<file path="config.mk">
export PLATFORM = sky130hd
export DESIGN_NAME = shift_left_logical_seq
export DESIGN_NICKNAME = d
export VERILOG_FILES = /design/src/rtl/shift_left_logical_seq.sv
export SDC_FILE = /design/constraint.sdc
export NUM_CORES = 1
export LEC_CHECK = 0
export ABC_CLOCK_PERIOD_IN_PS = 4500
export BUFFER_PORTS_ARGS = -buffer_cell sky130_fd_sc_hd__buf_4
export CAP_MARGIN = 20
export CORE_AREA = 3 3 133 135
export CTS_BUF_LIST = sky130_fd_sc_hd__clkbuf_4
export DETAILED_ROUTE_END_ITERATION = 12
export DIE_AREA = 0 0 136 138
export PLACE_DENSITY = 0.52
export REMOVE_ABC_BUFFERS = 1
export SLEW_MARGIN = 40
export SYNTH_ARGS = -nofsm -noshare
export SYNTH_HDL_FRONTEND = slang
export SYNTH_SLANG_ARGS = --single-unit
</file>
<file path="constraint.sdc">
create_clock -name clk -period 4.5 [get_ports clk]
set_clock_uncertainty 0.1 [all_clocks]
set_input_delay 0.45 -clock clk [delete_from_list [all_inputs] [get_ports clk]]
set_output_delay 0.45 -clock clk [all_outputs]
set_load 0.02 [all_outputs]
</file>
<file path="src/rtl/shift_left_logical_seq.sv">
// shift_left_logical_seq: multi-cycle logical left shifter.
// One binary shift stage (by 1, 2, 4, ... N/2) is applied per clock, so the
// datapath per cycle is a single 2:1 mux row instead of a full N-way barrel.
// Also reports whether any 1 bit was pushed out past the MSB.
// Valid/ready handshakes on both the operand side and the result side.
module shift_left_logical_seq #(
  parameter int N = 32
) (
  input  logic                 clk,
  input  logic                 rst,
  input  logic                 i_valid,
  output logic                 i_ready,
  input  logic [N-1:0]         in,
  input  logic [$clog2(N)-1:0] shamt,
  output logic                 o_valid,
  input  logic                 o_ready,
  output logic [N-1:0]         out,
  output logic                 lost
);

  localparam int S = $clog2(N);
  localparam logic [S-1:0] last_stage = S'(S - 1);

  typedef enum logic [1:0] {
    IDLE,
    SHIFT,
    DONE
  } state_t;

  state_t         state;
  logic [N-1:0]   acc;
  logic [S-1:0]   sh;
  logic [S-1:0]   stage;

  int             stage_amt;
  logic [N-1:0]   acc_shifted;
  logic           spill;

  // Shift distance of the current stage (2^stage), the shifted accumulator,
  // and whether the top 2^stage bits about to fall off contain any 1.
  always_comb begin
    stage_amt   = 1 << stage;
    acc_shifted = acc << stage_amt;
    spill       = (acc >> (N - stage_amt)) != '0;
  end

  // Handshake flags and result are decoded purely from registered state.
  always_comb begin
    i_ready = (state == IDLE);
    o_valid = (state == DONE);
    out     = acc;
  end

  // Control FSM plus datapath registers; reset wins over everything.
  always_ff @(posedge clk) begin
    if (rst) begin
      state <= IDLE;
      acc   <= '0;
      sh    <= '0;
      stage <= '0;
      lost  <= 1'b0;
    end else begin
      case (state)
        IDLE: begin
          if (i_valid) begin
            acc   <= in;
            sh    <= shamt;
            stage <= '0;
            lost  <= 1'b0;
            state <= SHIFT;
          end
        end
        SHIFT: begin
          if (sh[stage]) begin
            acc  <= acc_shifted;
            lost <= lost | spill;
          end
          if (stage == last_stage) begin
            state <= DONE;
          end else begin
            stage <= stage + 1'b1;
          end
        end
        DONE: begin
          if (o_ready) begin
            state <= IDLE;
          end
        end
        default: begin
          state <= IDLE;
        end
      endcase
    end
  end

endmodule

</file>
==> results of run 1 <==
final timing paths:
kind / cells past startpoint / end
setup / recovery: 12 / out[25]
hold / removal: 3 / sh[2]
setup reg to reg: 12 / out[25]
hold reg to reg: 2 / sh[4]
worst register-to-register path, cell delays in order, from the launching register on:
cell and delay, ns:
dfxtp_1 0.52, inv_1 0.11, ha_1 0.38, a2111oi_0 0.46, o22ai_1 0.21, a2111oi_4 0.41, nand2_2 0.41, or4_1 0.67
nor2_1 0.11, a21oi_1 0.07, a221oi_2 0.23, a211oi_1 0.08, nor3_1 0.20
per-stage QoR:
| step | utilization | instance area, um^2 | std cells | total power [mW] | hold slack [ns] |
|---|---|---|---|---|---|
| final | 0.355 | 5880 | 990 | 1.62 | 0.160 |
| after global routing | 0.355 | 5880 | 990 | 1.71 | 0.151 |
| after CTS | 0.355 | 5880 | 990 | 1.61 | 0.146 |
| after detailed placement | 0.349 | 5800 | 982 | 1.32 | 0.349 |
| after global placement | 0.349 | 5780 | 981 | 1.32 | 0.349 |
| after floorplan | - | 4700 | 655 | 1.01 | 0.327 |
flip-flops by register name, indices dropped and copies added, names as in the netlist:
register and count:
out 32, lost 1, state 2, sh 5, stage 5
kinds of logic (layout without fill, tap and decap cells):
| family | Yosys count | after routing | share of synthesized area |
|---|---|---|---|
| flip-flops | 45 | 45 | 0.181 |
| AO/OA/AOI/OAI | 241 | 241 | 0.323 |
| XOR/XNOR | 8 | 8 | 0.0141 |
| adder cells (fa/ha/maj) | 7 | 7 | 0.0176 |
| multiplexers | 58 | 58 | 0.133 |
| AND/OR/NAND/NOR | 282 | 282 | 0.267 |
| buffers and inverters | 75 | 129 | 0.0642 |
placed cells by master (no fill, tap or decap), types with 3 or more instances in the layout:
master / instances
o211ai_1: 9
or2_1: 3
and3_1: 5
clkbuf_4: 5
nand2b_1: 6
o2111ai_1: 5
mux2i_1: 49
a211o_1: 3
a311oi_1: 3
o21ai_1: 4
and2_1: 7
a31o_1: 3
a221oi_1: 11
xor2_1: 3
a222oi_1: 8
o21ai_0: 40
xnor2_1: 5
a21oi_1: 74
ha_1: 7
a2111oi_0: 6
a21boi_0: 7
or3_1: 4
nand4_1: 9
a211oi_1: 18
nand2_1: 85
dfxtp_1: 45
buf_4: 107
o22ai_1: 11
a31oi_1: 13
nor3_1: 41
nand3_1: 14
nand3b_1: 4
mux4_2: 6
mux2_2: 3
nor2b_1: 6
inv_1: 11
nor2_1: 85
per-layer routing:
layer / GRT usage / up-vias / part of all wire
li1: - / 2790 / -
met2: 0.320 / 300 / 0.45
met5: 0 / - / 0
met3: 0.0436 / 30 / 0.082
met1: 0.307 / 2849 / 0.45
met4: 0.0546 / 0 / 0.022
power groups by stage:
stage / Clock, mW / Combinational (mW) / Sequential [mW]
after global placement: 0 / 0.811 / 0.512
after global routing: 0.313 / 0.890 / 0.511
after CTS: 0.300 / 0.809 / 0.502
final: 0.293 / 0.820 / 0.504
after detailed placement: 0 / 0.806 / 0.511
after floorplan: 0 / 0.487 / 0.523
layout make-up:
class / instances / share of cell area
Clock buffer: 5 / 0.00638
Clock inverter: 3 / 0.00851
Inverter: 14 / 0.00893
Multi-Input combinational cell: 596 / 0.640
Sequential cell: 45 / 0.153
Tap cell: 220 / 0.0468
Timing Repair Buffer: 107 / 0.137
==> impl_metrics.yaml, run 1 <==
run_status:
  run_status: "complete, no violations"
clock_tree:
  cts_resized: 0
  root_buffer: "clkbuf_4"
  ctsHoldBuffers: 0
  cts_tree: "built"
  htree_levels: 2
  cts-buffers-inserted: 5
  clk_latency_ns: 0.43
  clk_pin_slew_ns: 0.17
  cts_buffer_depth: 2
  post_cts_buffers: 0
  cts_sinks: 45
setup_path:
  max_stage_delay_ns: 0.67
  slowest_stage: "or4_1"
  cp_max_fo: 23
  ff2ff_setup_slack_ns: 0.48
  arrival_ns: 4.27
  cp-end-kind: "flop"
  worst_r2r_startpoint: "stage[0]"
  crit_chain: "inv_1, ha_1, a2111oi_0, o22ai_1, a2111oi_4, nand2_2, or4_1, nor2_1, a21oi_1, a221oi_2, a211oi_1, nor3_1"
  critPathLaunch: "stage[0]"
  crit_family: "compound AO/OA/AOI/OAI gates"
  start_kind: "flop"
  path_class: "reg2reg"
  crit_buf_inv: 1
  critPathRequiredTime_ns: 4.74
pwr:
  leakage_nw: 2.41
  sw_frac_of_total: 0.454
  seq_power_share: 0.311
  clock_power_share: 0.181
  combPwrFrac: 0.507
  intPower_mw: 0.883
  switchingPower_mw: 0.734
  max-vdd-ir-drop_v: 0.000107
  power_density_mw_per_mm2: 275
route:
  viasPerCell: 6.03
  drtAntennaViolNets: 0
  drcViolationCount: 0
  route.final.wire_length_um: 20500
  drt_iter0_drc: 757
  firstDrtPassIters: 6
  via_count: 5969
  wl_per_cell_um: 20.7
sta:
  fin_crit_ns: 4.02
  fmax_mhz: 249
  drv_slew: 0
  setup_tns_ns: 0
  rsz0062_at_grt: "no"
  hold_viol_final: 0
  finalSetupViolCount: 0
  relSlewSlack: 0.477
  worstMarginPinSlew_ns: 0.785
  finalCritPeriodShare: 0.894
  setup_ws_ns: 0.477
layout:
  nNetsFinal: 817
  antenna_cells: 0
  seqCellArea_um2: 901
  n_fill_cell: 1828
  multi_input_area_mm2: 0.00376
  area_delta_synth_final_pct: 18.5
  drive_gt1_frac: 0.178
die:
  rows: 47
  fp.dieW_um: 136
  start_util: 0.299
  die_h_um: 138
  coreArea_mm2: 0.0166
  dieArea_mm2: 0.0188
  ios: 76
grt:
  grt_max_degree: 46
  grt-ovfl-total: 0
  track_usage: 0.212
  grt_pass1_vias: 5532
  antenna_found_initial: 0
  grt_first_pass_wirelength_um: 32200
min_path:
  hp-start: "shamt[2]"
  hold_path_class: "in2reg"
logic_synthesis:
  synth_top_area_share: 0.181
  synthFlopType: "dfxtp_1"
  synth_top_area_cell: "dfxtp_1"
  ys_ff_latch: 45
  async_flop_share: 0
  synth_edf_count: 0
  synth_area_mm2: 0.00497
  synth_area_per_cell_um2: 6.94
  seq_area_frac_synth: 0.181
  synth_cell_types: 72
  syn-instance-count: 716
  synthTopCellsByArea: "dfxtp_1 (18%), mux2i_1 (9.9%), a21oi_1 (7.5%)"
  netlist_top_cells_count: "nand2_1 (85), nor2_1 (85), a21oi_1 (74)"
  yosys_warnings: 0
place:
  place.gp.congestion: 0.948
  place_ws_ns: 0.500
  io_buffer_count: 75
  hpwl_um: 15300
run:
  max-cap-violations: 0
(Power assumes the default switching activity.)
==> run 2, diff against run 1 <==
--- a/config.mk
+++ b/config.mk
@@ -5,7 +5,7 @@
 export SDC_FILE = /design/constraint.sdc
 export NUM_CORES = 1
 export LEC_CHECK = 0
-export ABC_CLOCK_PERIOD_IN_PS = 4500
+export ABC_CLOCK_PERIOD_IN_PS = 3800
 export BUFFER_PORTS_ARGS = -buffer_cell sky130_fd_sc_hd__buf_4
 export CAP_MARGIN = 20
 export CORE_AREA = 3 3 133 135
==> constraint.sdc (replaced) <==
create_clock -name clk -period 3.8 [get_ports clk]
set_clock_uncertainty 0.1 [all_clocks]
set_input_delay 0.38 -clock clk [delete_from_list [all_inputs] [get_ports clk]]
set_output_delay 0.38 -clock clk [all_outputs]
set_load 0.02 [all_outputs]
==> impl_metrics.yaml, run 2 (same netlist as run 1, synthesis figures left out) <==
run_status:
  run_status: "complete, no violations"
grt:
  antenna_found_initial: 0
  grt_pass1_vias: 5499
  track_usage: 0.214
  grt_max_degree: 46
  grt_first_pass_wirelength_um: 32200
  grt-ovfl-total: 0
clock_tree:
  htree_levels: 2
  clk_latency_ns: 0.43
  post_cts_buffers: 0
  cts_tree: "built"
  cts_sinks: 45
  cts_buffer_depth: 2
  cts-buffers-inserted: 5
  clk_pin_slew_ns: 0.18
  root_buffer: "clkbuf_4"
sta:
  worstMarginPinSlew_ns: 0.740
  fmax_mhz: 280
  setup_ws_ns: 0.224
  hold_viol_final: 0
  hold_ws_ns: 0.0821
  finalSetupViolCount: 0
  finalCritPeriodShare: 0.941
  setup_tns_ns: 0
  drv_slew: 0
  relSlewSlack: 0.502
  fin_crit_ns: 3.58
die:
  rows: 47
  ios: 76
  fp.dieW_um: 136
  coreArea_mm2: 0.0166
  dieArea_mm2: 0.0188
  die_h_um: 138
  start_util: 0.299
layout:
  final_cell_mix: "buf_4 (133), nand2_1 (85), nor2_1 (85), a21oi_1 (72), mux2i_1 (49)"
  drive_gt1_frac: 0.223
  multi_input_area_mm2: 0.00383
  area_delta_synth_final_pct: 24.7
  final_common_cell: "buf_4"
  seqCellArea_um2: 905
  nNetsFinal: 844
  largest_register_ffs: 32
  n_fill_cell: 1856
  antenna_cells: 0
setup_path:
  arrival_ns: 3.85
  ff2ff_setup_slack_ns: 0.22
  cp_max_fo: 9
  path_class: "reg2reg"
  ff2ff_path_depth: 14
  cp-end-kind: "flop"
  start_kind: "flop"
  critPathRequiredTime_ns: 4.07
min_path:
  hold_path_class: "in2reg"
  hold-path-cell-count: 3
route:
  viasPerCell: 5.85
  via_count: 5953
  drtAntennaViolNets: 0
  drt_iter0_drc: 576
  route.final.wire_length_um: 20900
  firstDrtPassIters: 5
  drcViolationCount: 0
  wl_per_cell_um: 20.6
run:
  max-cap-violations: 0
pwr:
  max-vdd-ir-drop_v: 0.000129
  leakage_nw: 2.57
  total_power_mw: 2.04
  power_density_mw_per_mm2: 329
place:
  place_ws_ns: 0.171
  hpwl_um: 15700
  io_buffer_count: 75
  place.gp.congestion: 0.939
run 2: changes by cell type in the layout (fill, tap and decap cells not counted), sizes merged:
| cell | previous run | this run |
|---|---|---|
| bufinv | 1 | 2 |
| clkinv | 2 | 1 |
| buf | 107 | 134 |
run 2: final timing paths:
kind,start,to
worst max-delay path,stage[0],lost
worst max register to register,stage[0],lost
worst min register to register,sh[0],sh[0]
worst min-delay path,shamt[4],sh[4]
run 2: worst max-delay path, stage by stage (launching register included):
cell and delay [ns]:
dfxtp_2 0.39, inv_1 0.06, ha_1 0.21, buf_4 0.17, a2111oi_4 0.38, o22ai_2 0.19
a2111oi_4 0.46, buf_4 0.21, a31oi_1 0.12, a32o_1 0.28, a22o_1 0.22, or3_1 0.32
a31oi_1 0.17, a21oi_1 0.08, a31oi_1 0.16
run 2: through the flow:
stage	utilization	instance area, um^2	instances
floorplan	-	4700	655
global placement	0.362	6010	1009
finish	0.373	6190	1017
detailed placement	0.362	6010	1009
global route	0.373	6190	1017
CTS	0.369	6110	1017
run 2: report_power, final:
part | switching (mW) | internal, mW
clock | 0.204 | 0.207
combinational | 0.611 | 0.423
sequential | 0.0780 | 0.515
run 2: final cells by class:
cell class	count	area share
multi-input cells	596	0.619
clock inverters	3	0.0111
inverters	14	0.00849
well taps	220	0.0445
flip-flops and latches	45	0.146
clock buffers	5	0.00606
repair buffers	134	0.165
run 2: metal layers:
layer / global-route usage / vias to the layer above / wire length (um)
met1: 0.312 / 2836 / 9670
met3: 0.0505 / 32 / 1590
met5: 0 / - / 0
met2: 0.316 / 241 / 9190
li1: - / 2844 / -
met4: 0.0568 / 0 / 452
run 2: what timing repair did:
action | 4_1_cts | 5_1_grt
hold buffers | 0 | 0
endpoints found under the setup margin | 0 | 16
gates resized for setup | 0 | 18
endpoints found under the hold margin | 0 | 0
==> run 3, diff against run 2 <==
--- a/config.mk
+++ b/config.mk
@@ -7,12 +7,14 @@
 export LEC_CHECK = 0
 export ABC_CLOCK_PERIOD_IN_PS = 3800
 export BUFFER_PORTS_ARGS = -buffer_cell sky130_fd_sc_hd__buf_4
-export CAP_MARGIN = 20
+export CAP_MARGIN = 0
+export CELL_PAD_IN_SITES_DETAIL_PLACEMENT = 0
+export CELL_PAD_IN_SITES_GLOBAL_PLACEMENT = 1
 export CORE_AREA = 3 3 133 135
 export CTS_BUF_LIST = sky130_fd_sc_hd__clkbuf_4
 export DETAILED_ROUTE_END_ITERATION = 12
 export DIE_AREA = 0 0 136 138
-export PLACE_DENSITY = 0.52
+export PLACE_DENSITY = 0.66
 export REMOVE_ABC_BUFFERS = 1
 export SLEW_MARGIN = 40
 export SYNTH_ARGS = -nofsm -noshare
==> impl_metrics.yaml, run 3 (same netlist as run 1, synthesis figures left out) <==
run_status:
  run_status: "complete, no violations"
clock_tree:
  htree_levels: 2
  cts_tree: "built"
  root_buffer: "clkbuf_4"
  post_cts_buffers: 0
  cts-buffers-inserted: 5
  clk_latency_ns: 0.43
  ctsHoldBuffers: 0
  cts_buffer_depth: 2
  cts_sinks: 45
  clk_pin_slew_ns: 0.17
grt:
  grt_max_degree: 46
  antenna_found_initial: 2
  track_usage: 0.225
  grt-ovfl-total: 0
  grt_pass1_vias: 5738
  grt_first_pass_wirelength_um: 33600
die:
  dieArea_mm2: 0.0188
  rows: 47
  start_util: 0.299
  die_h_um: 138
  ios: 76
  coreArea_mm2: 0.0166
  fp.dieW_um: 136
layout:
  multi_input_area_mm2: 0.00386
  seqCellArea_um2: 905
  largest_register_ffs: 32
  area_delta_synth_final_pct: 25.7
  instances_no_fill: 1023
  final_cell_mix: "buf_4 (135), nand2_1 (85), nor2_1 (85), a21oi_1 (73), mux2i_1 (48)"
  nNetsFinal: 849
  n_fill_cell: 1813
  drive_gt1_frac: 0.233
  final_common_cell: "buf_4"
setup_path:
  slowest_stage: "a311oi_2"
  path_class: "reg2reg"
  crit_buf_inv: 2
  critPathRequiredTime_ns: 4.06
  max_stage_delay_ns: 0.43
  crit_chain: "ha_1, ha_1, buf_4, o31a_1, a31oi_1, nand3_1, xnor2_1, a211o_1, o22ai_2, a21oi_1, a311oi_2, buf_4, a211oi_1, nor3_1"
  crit_family: "compound AO/OA/AOI/OAI gates"
  cp_max_fo: 8
  arrival_ns: 3.87
  start_kind: "flop"
  cp-end-kind: "flop"
pwr:
  power_density_mw_per_mm2: 308
  max-vdd-ir-drop_v: 0.000112
  leakage_nw: 2.57
route:
  route.final.wire_length_um: 21900
  drt_iter0_drc: 580
  viasPerCell: 5.92
  drcViolationCount: 0
  drtAntennaViolNets: 0
  via_count: 6052
  firstDrtPassIters: 6
  wl_per_cell_um: 21.5
sta:
  finalCritPeriodShare: 0.949
  finalSetupViolCount: 0
  fin_crit_ns: 3.61
  hold_ws_ns: 0.0946
  fmax_mhz: 277
  relSlewSlack: 0.466
  drv_slew: 0
  worstMarginPinSlew_ns: 0.799
  hold_viol_final: 0
place:
  dp_cells: 1014
  io_buffer_count: 75
  place.gp.congestion: 0.939
  hpwl_um: 16600
run:
  max-cap-violations: 0
min_path:
  hold_path_class: "in2reg"
run 3: layout make-up:
type	instances	area share
multi-input combinational	596	0.619
clock buffer	6	0.00722
tap	220	0.0441
timing repair buffer	139	0.174
sequential	45	0.145
antenna	1	0.000401
inverter	14	0.00842
clock inverter	2	0.00241
run 3: worst min-delay path, delay by kind of cell:
kind | cells | cell delay, ns
buffers and inverters | 1 | 0.08
AOI/OAI and AO/OA | 1 | 0.06
and+or+nand+nor | 1 | 0.08
run 3: final timing paths:
| path | startpoint | to | slack (ns) | depth (start not counted) |
|---|---|---|---|---|
| worst min register to register | sh[0] | sh[0] | 0.37 | 2 |
| worst max register to register | stage[0] | out[21] | 0.19 | 14 |
| worst min-delay path | in[8] | out[8] | 0.09 | 3 |
| worst max-delay path | stage[0] | out[21] | 0.19 | 14 |
run 3: metal layers:
layer  vias up  track usage  share of wire
met3        24       0.0363          0.074
met5         -            0        0.00091
met4         2       0.0456          0.014
li1       2854            -              -
met2       289        0.348           0.46
met1      2883        0.331           0.46
run 3: what timing repair did:
| item | CTS | global route |
|---|---|---|
| endpoints found under the hold margin | 0 | 0 |
| endpoints found under the setup margin | 1 | 16 |
| pin swaps | 2 | 2 |
| gates resized for setup | 2 | 23 |
run 3: metrics by stage:
stage	setup slack (ns)	utilization	area, um^2	total power, mW	setup TNS [ns]
after floorplan	-1.53	-	4700	1.20	-8.36
after global placement	-0.0153	0.366	6070	1.61	-0.0153
after detailed placement	-0.161	0.366	6070	1.61	-0.161
after CTS	0.00245	0.370	6140	1.90	0
after global routing	-0.00559	0.376	6240	2.04	-0.00559
final	0.193	0.376	6240	1.92	0
run 3: where the power goes:
group	leakage, nW	switching, mW	internal, mW
Sequential	0.372	0.0813	0.515
Clock	0.0279	0.203	0.0795
Combinational	2.17	0.612	0.429
